[src/rtl/key_schedule_stream.sv]
// Round-key generator: emits a sliding window of three consecutive round keys,
// walking upward for encryption or, after a forward expansion, downward for decryption.
module key_schedule_stream #(
    parameter int W      = 8,
    parameter int ROUNDS = 96,
    parameter int ROT    = 3,
    parameter int IDX_W  = 7
) (
    input  logic             CLK,
    input  logic             RST_N,
    input  logic             start,
    input  logic             mode,
    input  logic [3*W-1:0]   key_in,
    input  logic             k_ready,
    output logic             busy,
    output logic             k_valid,
    output logic [W-1:0]     k_0,
    output logic [W-1:0]     k_1,
    output logic [W-1:0]     k_2,
    output logic [IDX_W-1:0] k_round,
    output logic             done
);

    typedef enum logic [1:0] {
        IDLE,
        EXPAND,
        EMIT
    } state_t;

    localparam logic [IDX_W-1:0] LAST_J     = IDX_W'(ROUNDS - 3);
    localparam logic [IDX_W-1:0] EXPAND_END = IDX_W'(ROUNDS - 4);
    localparam logic [IDX_W-1:0] ONE        = IDX_W'(1);

    function automatic logic [W-1:0] rotl(input logic [W-1:0] x);
        return (x << ROT) | (x >> (W - ROT));
    endfunction

    state_t           state;
    logic [W-1:0]     a;
    logic [W-1:0]     b;
    logic [W-1:0]     c;
    logic [IDX_W-1:0] j;
    logic             mode_q;

    logic [IDX_W-1:0] j_prev;
    logic [W-1:0]     fwd_key;
    logic [W-1:0]     inv_key;
    logic             last_window;

    // The inverse step recovers K_(j-1), so it mixes in the index of the key being rebuilt.
    assign j_prev      = j - ONE;
    assign fwd_key     = rotl(c) ^ b ^ a ^ W'(j);
    assign inv_key     = c ^ rotl(b) ^ a ^ W'(j_prev);
    assign last_window = mode_q ? (j == '0) : (j == LAST_J);

    assign k_0     = a;
    assign k_1     = b;
    assign k_2     = c;
    assign k_round = j;

    always_ff @(posedge CLK) begin
        if (!RST_N) begin
            state   <= IDLE;
            a       <= '0;
            b       <= '0;
            c       <= '0;
            j       <= '0;
            mode_q  <= 1'b0;
            busy    <= 1'b0;
            k_valid <= 1'b0;
            done    <= 1'b0;
        end else begin
            done <= 1'b0;
            case (state)
                IDLE: begin
                    if (start) begin
                        a      <= key_in[W-1:0];
                        b      <= key_in[2*W-1:W];
                        c      <= key_in[3*W-1:2*W];
                        j      <= '0;
                        mode_q <= mode;
                        busy   <= 1'b1;
                        if (mode) begin
                            state <= EXPAND;
                        end else begin
                            state   <= EMIT;
                            k_valid <= 1'b1;
                        end
                    end
                end

                // Decrypt must first reach the final window before it can walk back down.
                EXPAND: begin
                    a <= b;
                    b <= c;
                    c <= fwd_key;
                    j <= j + ONE;
                    if (j == EXPAND_END) begin
                        state   <= EMIT;
                        k_valid <= 1'b1;
                    end
                end

                EMIT: begin
                    if (k_ready) begin
                        if (last_window) begin
                            state   <= IDLE;
                            k_valid <= 1'b0;
                            busy    <= 1'b0;
                            done    <= 1'b1;
                        end else if (!mode_q) begin
                            a <= b;
                            b <= c;
                            c <= fwd_key;
                            j <= j + ONE;
                        end else begin
                            a <= inv_key;
                            b <= a;
                            c <= b;
                            j <= j_prev;
                        end
                    end
                end

                default: begin
                    state   <= IDLE;
                    busy    <= 1'b0;
                    k_valid <= 1'b0;
                end
            endcase
        end
    end

endmodule

[config.mk]
export PLATFORM = sky130hd
export DESIGN_NAME = key_schedule_stream
export DESIGN_NICKNAME = d
export VERILOG_FILES = /design/src/rtl/key_schedule_stream.sv
export SDC_FILE = /design/constraint.sdc
export NUM_CORES = 1
export LEC_CHECK = 0
export ABC_AREA = 1
export CAP_MARGIN = 0
export CORE_ASPECT_RATIO = 0.9
export CORE_MARGIN = 2
export CORE_UTILIZATION = 30
export CTS_BUF_LIST = sky130_fd_sc_hd__clkbuf_8
export DETAILED_ROUTE_END_ITERATION = 10
export GPL_TIMING_DRIVEN = 0
export PLACE_DENSITY = 0.61
export SLEW_MARGIN = 20
export SYNTH_ARGS = -nofsm -noshare
export SYNTH_HDL_FRONTEND = slang
export SYNTH_SLANG_ARGS = --single-unit
[constraint.sdc]
create_clock -name CLK -period 2.55 [get_ports CLK]
set_clock_uncertainty 0.15 [all_clocks]
set_input_delay 0.6375 -clock CLK [delete_from_list [all_inputs] [get_ports CLK]]
set_output_delay 0.6375 -clock CLK [all_outputs]
set_load 0.03 [all_outputs]
# After elaboration in Yosys (flattened, before gate mapping)
# Index checks and enable logic that the tools add are counted.
totals:
  reg_bits: 37
  latch_bits: 0
  ram_bits: 0
  rom_bits: 0
  in_bits: 29
  mem_count: 0
op_classes:
  addsub: 2
  n_mul: 0
  div_mod_pow: 0
  order_cmp: 0
  eq_ne: 10
  shift: 0
  n_mux: 36
  bitwise: 9
  reduce_logical: 9
ops:
  columns: ["cell", "count"]
  rows:
  - ["8-bit 2-to-1 mux", 12]
  - ["8-bit case mux with 3 select lines", 3]
  - ["8-bit XOR", 4]
  - ["7-bit 2-to-1 mux", 4]
  - ["7-bit case mux with 3 select lines", 1]
  - ["8-bit by 3-bit bitwise OR with 8-bit output", 2]
  - ["8-bit by 7-bit XOR with 8-bit output", 2]
  - ["7-bit equality test (second input constant)", 2]
  - ["2-bit inequality test (second input constant)", 6]
  - ["4-bit AND reduction", 3]
  - ["2-bit 2-to-1 mux", 5]
  - ["1-bit 2-to-1 mux", 8]
  - ["7-bit by 1-bit adder with 7-bit output (second input constant)", 1]
  - ["7-bit logical NOT", 1]
  - ["7-bit by 1-bit subtractor with 7-bit output (second input constant)", 1]
  - ["1-bit case mux with 3 select lines", 2]
  - ["2-bit case mux with 3 select lines", 1]
  - ["5-bit AND reduction", 1]
  - ["3-bit AND reduction", 1]
  - ["3-bit nonzero test", 1]
  - ["2-bit by 1-bit equality test with 1-bit output (second input constant)", 1]
  - ["2-bit equality test (second input constant)", 1]
  - ["2-bit logical NOT", 1]
  - ["2-bit AND reduction", 1]
  - ["1-bit inverter", 1]

# Logic depth before layout (Yosys ltp)
logic_depth:
  depth_word: 8
  depth_mapped: 14
  depth_no_buf: 12

# Worst setup path before layout
# Ideal clock, no wire load.
synth_timing:
  path_kind: "register to register"
  from: "reg j[0], in the netlist k_round[0]"
  to: "reg b[3], in the netlist k_1[3]"
  setup_ns: 0.128
  arrival_time_ns: 1.787
  t_required_ns: 2.272
  setup_slack_ns: 0.485
  path_stages_with_launch: 14
  synth_period_minus_slack_ns: 2.065
  path_cell_list: "dfxtp_1 -> inv_1 -> ha_1 -> inv_1 -> nor3_1 -> nand3_1 -> nand2_1 -> nand2_1 -> nand2_2 -> inv_2 -> buf_2 -> nand2_1 -> o21ai_1 -> nor2_1"
synth_between:
  elab_chain_len: 4
synth_lines:
  columns: ["element", "line", "rtl"]
  rows:
  - ["start: declaration", "42", "logic [IDX_W-1:0] j;"]
  - ["start signal: assignment", "97", "j <= j + ONE;"]
  - ["start signal: assignment", "115", "j <= j + ONE;"]
  - ["start signal: assignment", "120", "j <= j_prev;"]
  - ["7-bit equality test or 7-bit logical NOT (tied branches)", "54", "assign last_window = mode_q ? (j == '0) : (j == LAST_J);"]
  - ["1-bit 2-to-1 mux (*)", "54", null]
  - ["2-bit inequality test (no source line) (*)", null, null]
  - ["4-bit AND reduction (no source line) (*)", null, null]
  - ["end signal: assignment", "78", "b <= key_in[2*W-1:W];"]
  - ["end: declaration", "40", "logic [W-1:0] b;"]
# Every way passes the cells marked *; elsewhere a longest branch is shown, timed or not.
# A chain may end at the register's enable or synchronous reset.

# Worst setup path after layout
layout_timing:
  from: "reg b[0], in the netlist k_1[0]"
  to: "out k_1[0]"
layout_lines:
  columns: ["element", "line", "rtl"]
  rows:
  - ["end: declaration", "18", "output logic [W-1:0] k_1,"]
# No word-level cell between the ends.

==> metrics.md <==
| Metric | Value |
|---|---|
| Final Core Density | ~40% |
| Post-synthesis cell type count | 31 |
| Critical path's top delay family | buffers and inverters |
| CTS tree | built |
| Outcome | finished clean |
| Deepest level of the CTS H-tree | 2 |
| Mean area per synthesized cell | around 6.1 µm² |
| Proportion of layout cells with a drive suffix above 1 | 6.19% |
| Drt total wl | approximately 10000 µm |
| Final Wtd Congestion | between 0.9 and 1 |
| Signed area change from the synthesized netlist to the final layout | 30.5% |
| Cells along the critical path | clkdlybuf4s50_1 |
| Aggregate global routing overflow | 0 |
| Number of failing setup endpoints in the final timing report | 0 |
| Internal power summed over all cells | about 0.0026 W |
| Min-Delay Path Class | reg -> reg |
| Overall global routing resource usage | 20.1% |
| Final-report max-slew violation count | 0 |
| Non-filler cells in the finished layout | around 680 |
| Post-route fraction of the period consumed by the critical path | 94.1% |
| Worst max-slew margin expressed relative to the limit | roughly three fifths |
| Combinational cell fraction of total power | a little over two thirds |
| Detailed-router iteration count before antenna repair | 5 |
| Crit Path Max Fanout | 7 |
| Initial antenna violation count | 0 |
| Cell with the biggest individual delay on the critical path | sky130_fd_sc_hd__clkdlybuf4s50_1 |
| Largest net degree at the start of global routing | 13 |
| Data required, critical path | 1.76 ns |
| Fraction of the yosys area taken by sequential cells | 25.4% |
| Hpwl dp | 7890 µm |
| Number of buffers created by CTS | 5 |
| Critical path arrival | 1.61 ns |
| Total negative slack | 0 ns |
| Longest Clk Path Bufs | 2 |
| Crit path launch | k_1[0] |
| Total of flip-flops plus latches after synthesis | 37 |
| Proportion of power drawn by the clock network | a little under a tenth |
| Pwr Total | ~0.0057 W |
| Highest achievable clock rate | 417 MHz |
| Vertical extent of the die | 97.6 µm |
| Worst hold path startpoint | busy |
| Buffers inserted during post-CTS setup optimization | 0 |
| Post-route cell area | 3810 µm² |
| Gate Count Post-Synth | roughly 480 |
| Standard-cell rows | 34 |
| Via count of the first global-routing pass | 3153 |
| Leakage power figure | between 1.5 and 2 nW |
| Path type of the worst setup path | reg -> out |
| Slew at the pin with the worst max-slew slack | 0.580 ns |
| Instance count after placement with tap cells included | 667 |
| Type of element launching the critical path | register |
| Detailed router's first-iteration violation count | 204 |
| Gates resized, CTS repair | 0 |
| Crit end category | output port |
| Horiz. Die Dim | 108 µm |
| Post-synthesis instance area | about 3000 µm² |
| RSZ-0062 raised after global routing | no |
| Worst-skew pair later-pin latency | 0.30 ns |
| Setup slack, reg-to-reg | ~0.20 ns |
| Placed Area | 3700 µm² |
| Shortest period the worst path allows | 2.40 ns |
| Switching Fraction | 54.9% |
| Maximum Capacitance Violations | 0 |
| Number of vias in the routed layout | 3392 |
| Count of final hold-check violations | 0 |
| Switching power of the nets | around 0.0031 W |
| Post-Syn Nets | 516 |
| Number of buffers inserted by port buffering | 62 |
| Vias per cell | 5.03 |
| Proportion of power drawn by flip-flops and latches | 20.4% |
| Post-detailed-route count of antenna-violating nets | 0 |
| CTS clock-pin slew for the worst setup and hold paths | 0.09 ns |
| Power per Cell Area | 1490 nW/µm² |
| Count of unresolved DRC violations after routing | 0 |
| Die outline area | 10500 µm² |
| Sink count of the clock tree | 37 |
| Routed wirelength normalized by instance count | 15.3 µm |
| CTS hold repair buffers | 0 |
| Maximum cell stage delay along the critical path | ~0.76 ns |
| Sum of buffers and inverters on the critical path | 1 |
| Worst vdd ir | 0.620 mV |
| Wire length of the first global-routing pass | between 15000 and 20000 µm |
| RR Startpoint | state[0] |
| Count of synthesis-stage warnings from yosys | 0 |
| Top-level I/O count | 63 |
| Layout Nets | 585 |
| Effective utilization at floorplan | 30.5% |
| Floorplan core area | 9570 µm² |
| Diodes inserted | 0 |
| Clock Tree Root | sky130_fd_sc_hd__clkbuf_8 |
==> sequential cells by signal (all words and copies together), names as in the netlist <==
name	flops
k_valid	1
state	2
mode_q	1
k_round	7
busy	1
k_1	8
k_0	8
done	1
k_2	8
==> logic make-up (layout without fill, tap and decap cells) <==
family	Yosys count	in the layout	share of synthesized area (%)
fa+ha+maj	8	8	3.43
buf+inv	74	144	10.9
xor+xnor	29	29	8.69
flops	37	37	25.4
simple gates	213	213	30.4
compound gates	118	118	21.2
==> through the flow <==
| step | setup slack [ns] | hold WS (ns) |
|---|---|---|
| after floorplan | 0.485 | 0.343 |
| after global placement | 0.0889 | 0.284 |
| after detailed placement | 0.0809 | 0.288 |
| after CTS | 0.156 | 0.301 |
| after global routing | 0.0819 | 0.319 |
| final | 0.151 | 0.295 |
==> synthesized netlist by cell type (all sizes together) <==
master  count  area, µm²
buf        12       86.3
or2         2       12.5
xnor2      20        175
o22ai       7       43.8
dfxtp      37        741
ha          8        100
nor2       44        178
nand2b      1       6.26
nand3b      5       37.5
clkbuf      9       33.8
o211ai      1       12.5
inv        51        191
xor2        9       78.8
a31o        1       8.76
nor3        1       5.00
nand3      28        140
o21ai      61        305
nand4       3       18.8
nand2     128        485
and2        1       6.26
clkinv      2       7.51
a21oi      45        225
a21o        1       7.51
o31ai       2       15.0
==> layout by cell type, fill, tap and decap left out <==
| master | netlist | routed |
|---|---|---|
| sky130_fd_sc_hd__nor2_2 | 2 | 2 |
| sky130_fd_sc_hd__inv_1 | 46 | 47 |
| sky130_fd_sc_hd__clkdlybuf4s50_1 | 0 | 62 |
| sky130_fd_sc_hd__dfxtp_1 | 37 | 36 |
| sky130_fd_sc_hd__nand2_2 | 2 | 2 |
| sky130_fd_sc_hd__nor2_4 | 1 | 1 |
| sky130_fd_sc_hd__o21ai_1 | 1 | 1 |
| sky130_fd_sc_hd__a21oi_1 | 45 | 45 |
| sky130_fd_sc_hd__ha_1 | 8 | 8 |
| sky130_fd_sc_hd__o31ai_1 | 2 | 2 |
| sky130_fd_sc_hd__nand3b_1 | 5 | 5 |
| sky130_fd_sc_hd__o21ai_0 | 60 | 60 |
| sky130_fd_sc_hd__o211ai_2 | 1 | 1 |
| sky130_fd_sc_hd__buf_6 | 3 | 3 |
| sky130_fd_sc_hd__xor2_1 | 9 | 9 |
| sky130_fd_sc_hd__xnor2_1 | 20 | 20 |
| sky130_fd_sc_hd__dfxtp_2 | 0 | 1 |
| sky130_fd_sc_hd__bufinv_16 | 0 | 1 |
| sky130_fd_sc_hd__nand2b_1 | 1 | 1 |
| sky130_fd_sc_hd__buf_4 | 3 | 3 |
| sky130_fd_sc_hd__clkinv_4 | 0 | 1 |
| sky130_fd_sc_hd__nor3_1 | 1 | 1 |
| sky130_fd_sc_hd__nor2_1 | 41 | 41 |
| sky130_fd_sc_hd__or2_2 | 2 | 2 |
| sky130_fd_sc_hd__nand3_1 | 28 | 28 |
| sky130_fd_sc_hd__buf_2 | 6 | 6 |
| sky130_fd_sc_hd__nand4_1 | 3 | 3 |
| sky130_fd_sc_hd__clkinv_1 | 2 | 2 |
| sky130_fd_sc_hd__o22ai_1 | 7 | 7 |
| sky130_fd_sc_hd__clkbuf_8 | 0 | 5 |
| sky130_fd_sc_hd__nand2_1 | 126 | 126 |
| sky130_fd_sc_hd__and2_1 | 1 | 1 |
| sky130_fd_sc_hd__clkbuf_1 | 9 | 9 |
| sky130_fd_sc_hd__a21o_1 | 1 | 1 |
| sky130_fd_sc_hd__a31o_2 | 1 | 1 |
| sky130_fd_sc_hd__inv_2 | 5 | 5 |
==> worst reg2reg max path: stages (launching register included) <==
cell	delay, ns
sky130_fd_sc_hd__dfxtp_1	0.36
sky130_fd_sc_hd__inv_1	0.08
sky130_fd_sc_hd__ha_1	0.20
sky130_fd_sc_hd__buf_4	0.18
sky130_fd_sc_hd__nand2_1	0.23
sky130_fd_sc_hd__clkbuf_1	0.47
sky130_fd_sc_hd__o21ai_0	0.13
sky130_fd_sc_hd__nand3b_1	0.23
sky130_fd_sc_hd__o21ai_0	0.11
sky130_fd_sc_hd__a21oi_1	0.09
==> per-layer routing <==
metal,routed length (µm),part of all wire (%),vias to the layer above,global-route usage (%)
li1,-,-,1691,-
met1,4920,47,1565,29.3
met2,4670,45,120,31.4
met3,591,5.7,16,2.95
met4,172,1.7,0,4.04
met5,0,0,-,0
==> area by class of cell <==
type / count / area, µm²
Fill cell: 1065 / 5760
Clock buffer: 5 / 68.8
Sequential cell: 37 / 742
Multi-Input combinational cell: 368 / 1860
Clock inverter: 3 / 42.5
Tap cell: 126 / 158
Buffer: 21 / 120
Timing Repair Buffer: 62 / 621
Inverter: 53 / 199
==> power by group through the flow <==
stage                     logic, W  registers [W]  clock network [W]
final                      0.00398        0.00115           0.000534
after global routing       0.00441        0.00119           0.000570
after CTS                  0.00395        0.00115           0.000544
after detailed placement   0.00393        0.00116                  0
after global placement     0.00388        0.00116                  0
after floorplan            0.00242        0.00140                  0
==> worst paths after layout <==
path,endpoint,depth (start not counted)
hold reg to reg,busy,2
hold / removal,busy,2
setup reg to reg,k_2[3],9
setup / recovery,k_1[0],1
Note: power is estimated with default switching activity, not from simulation.
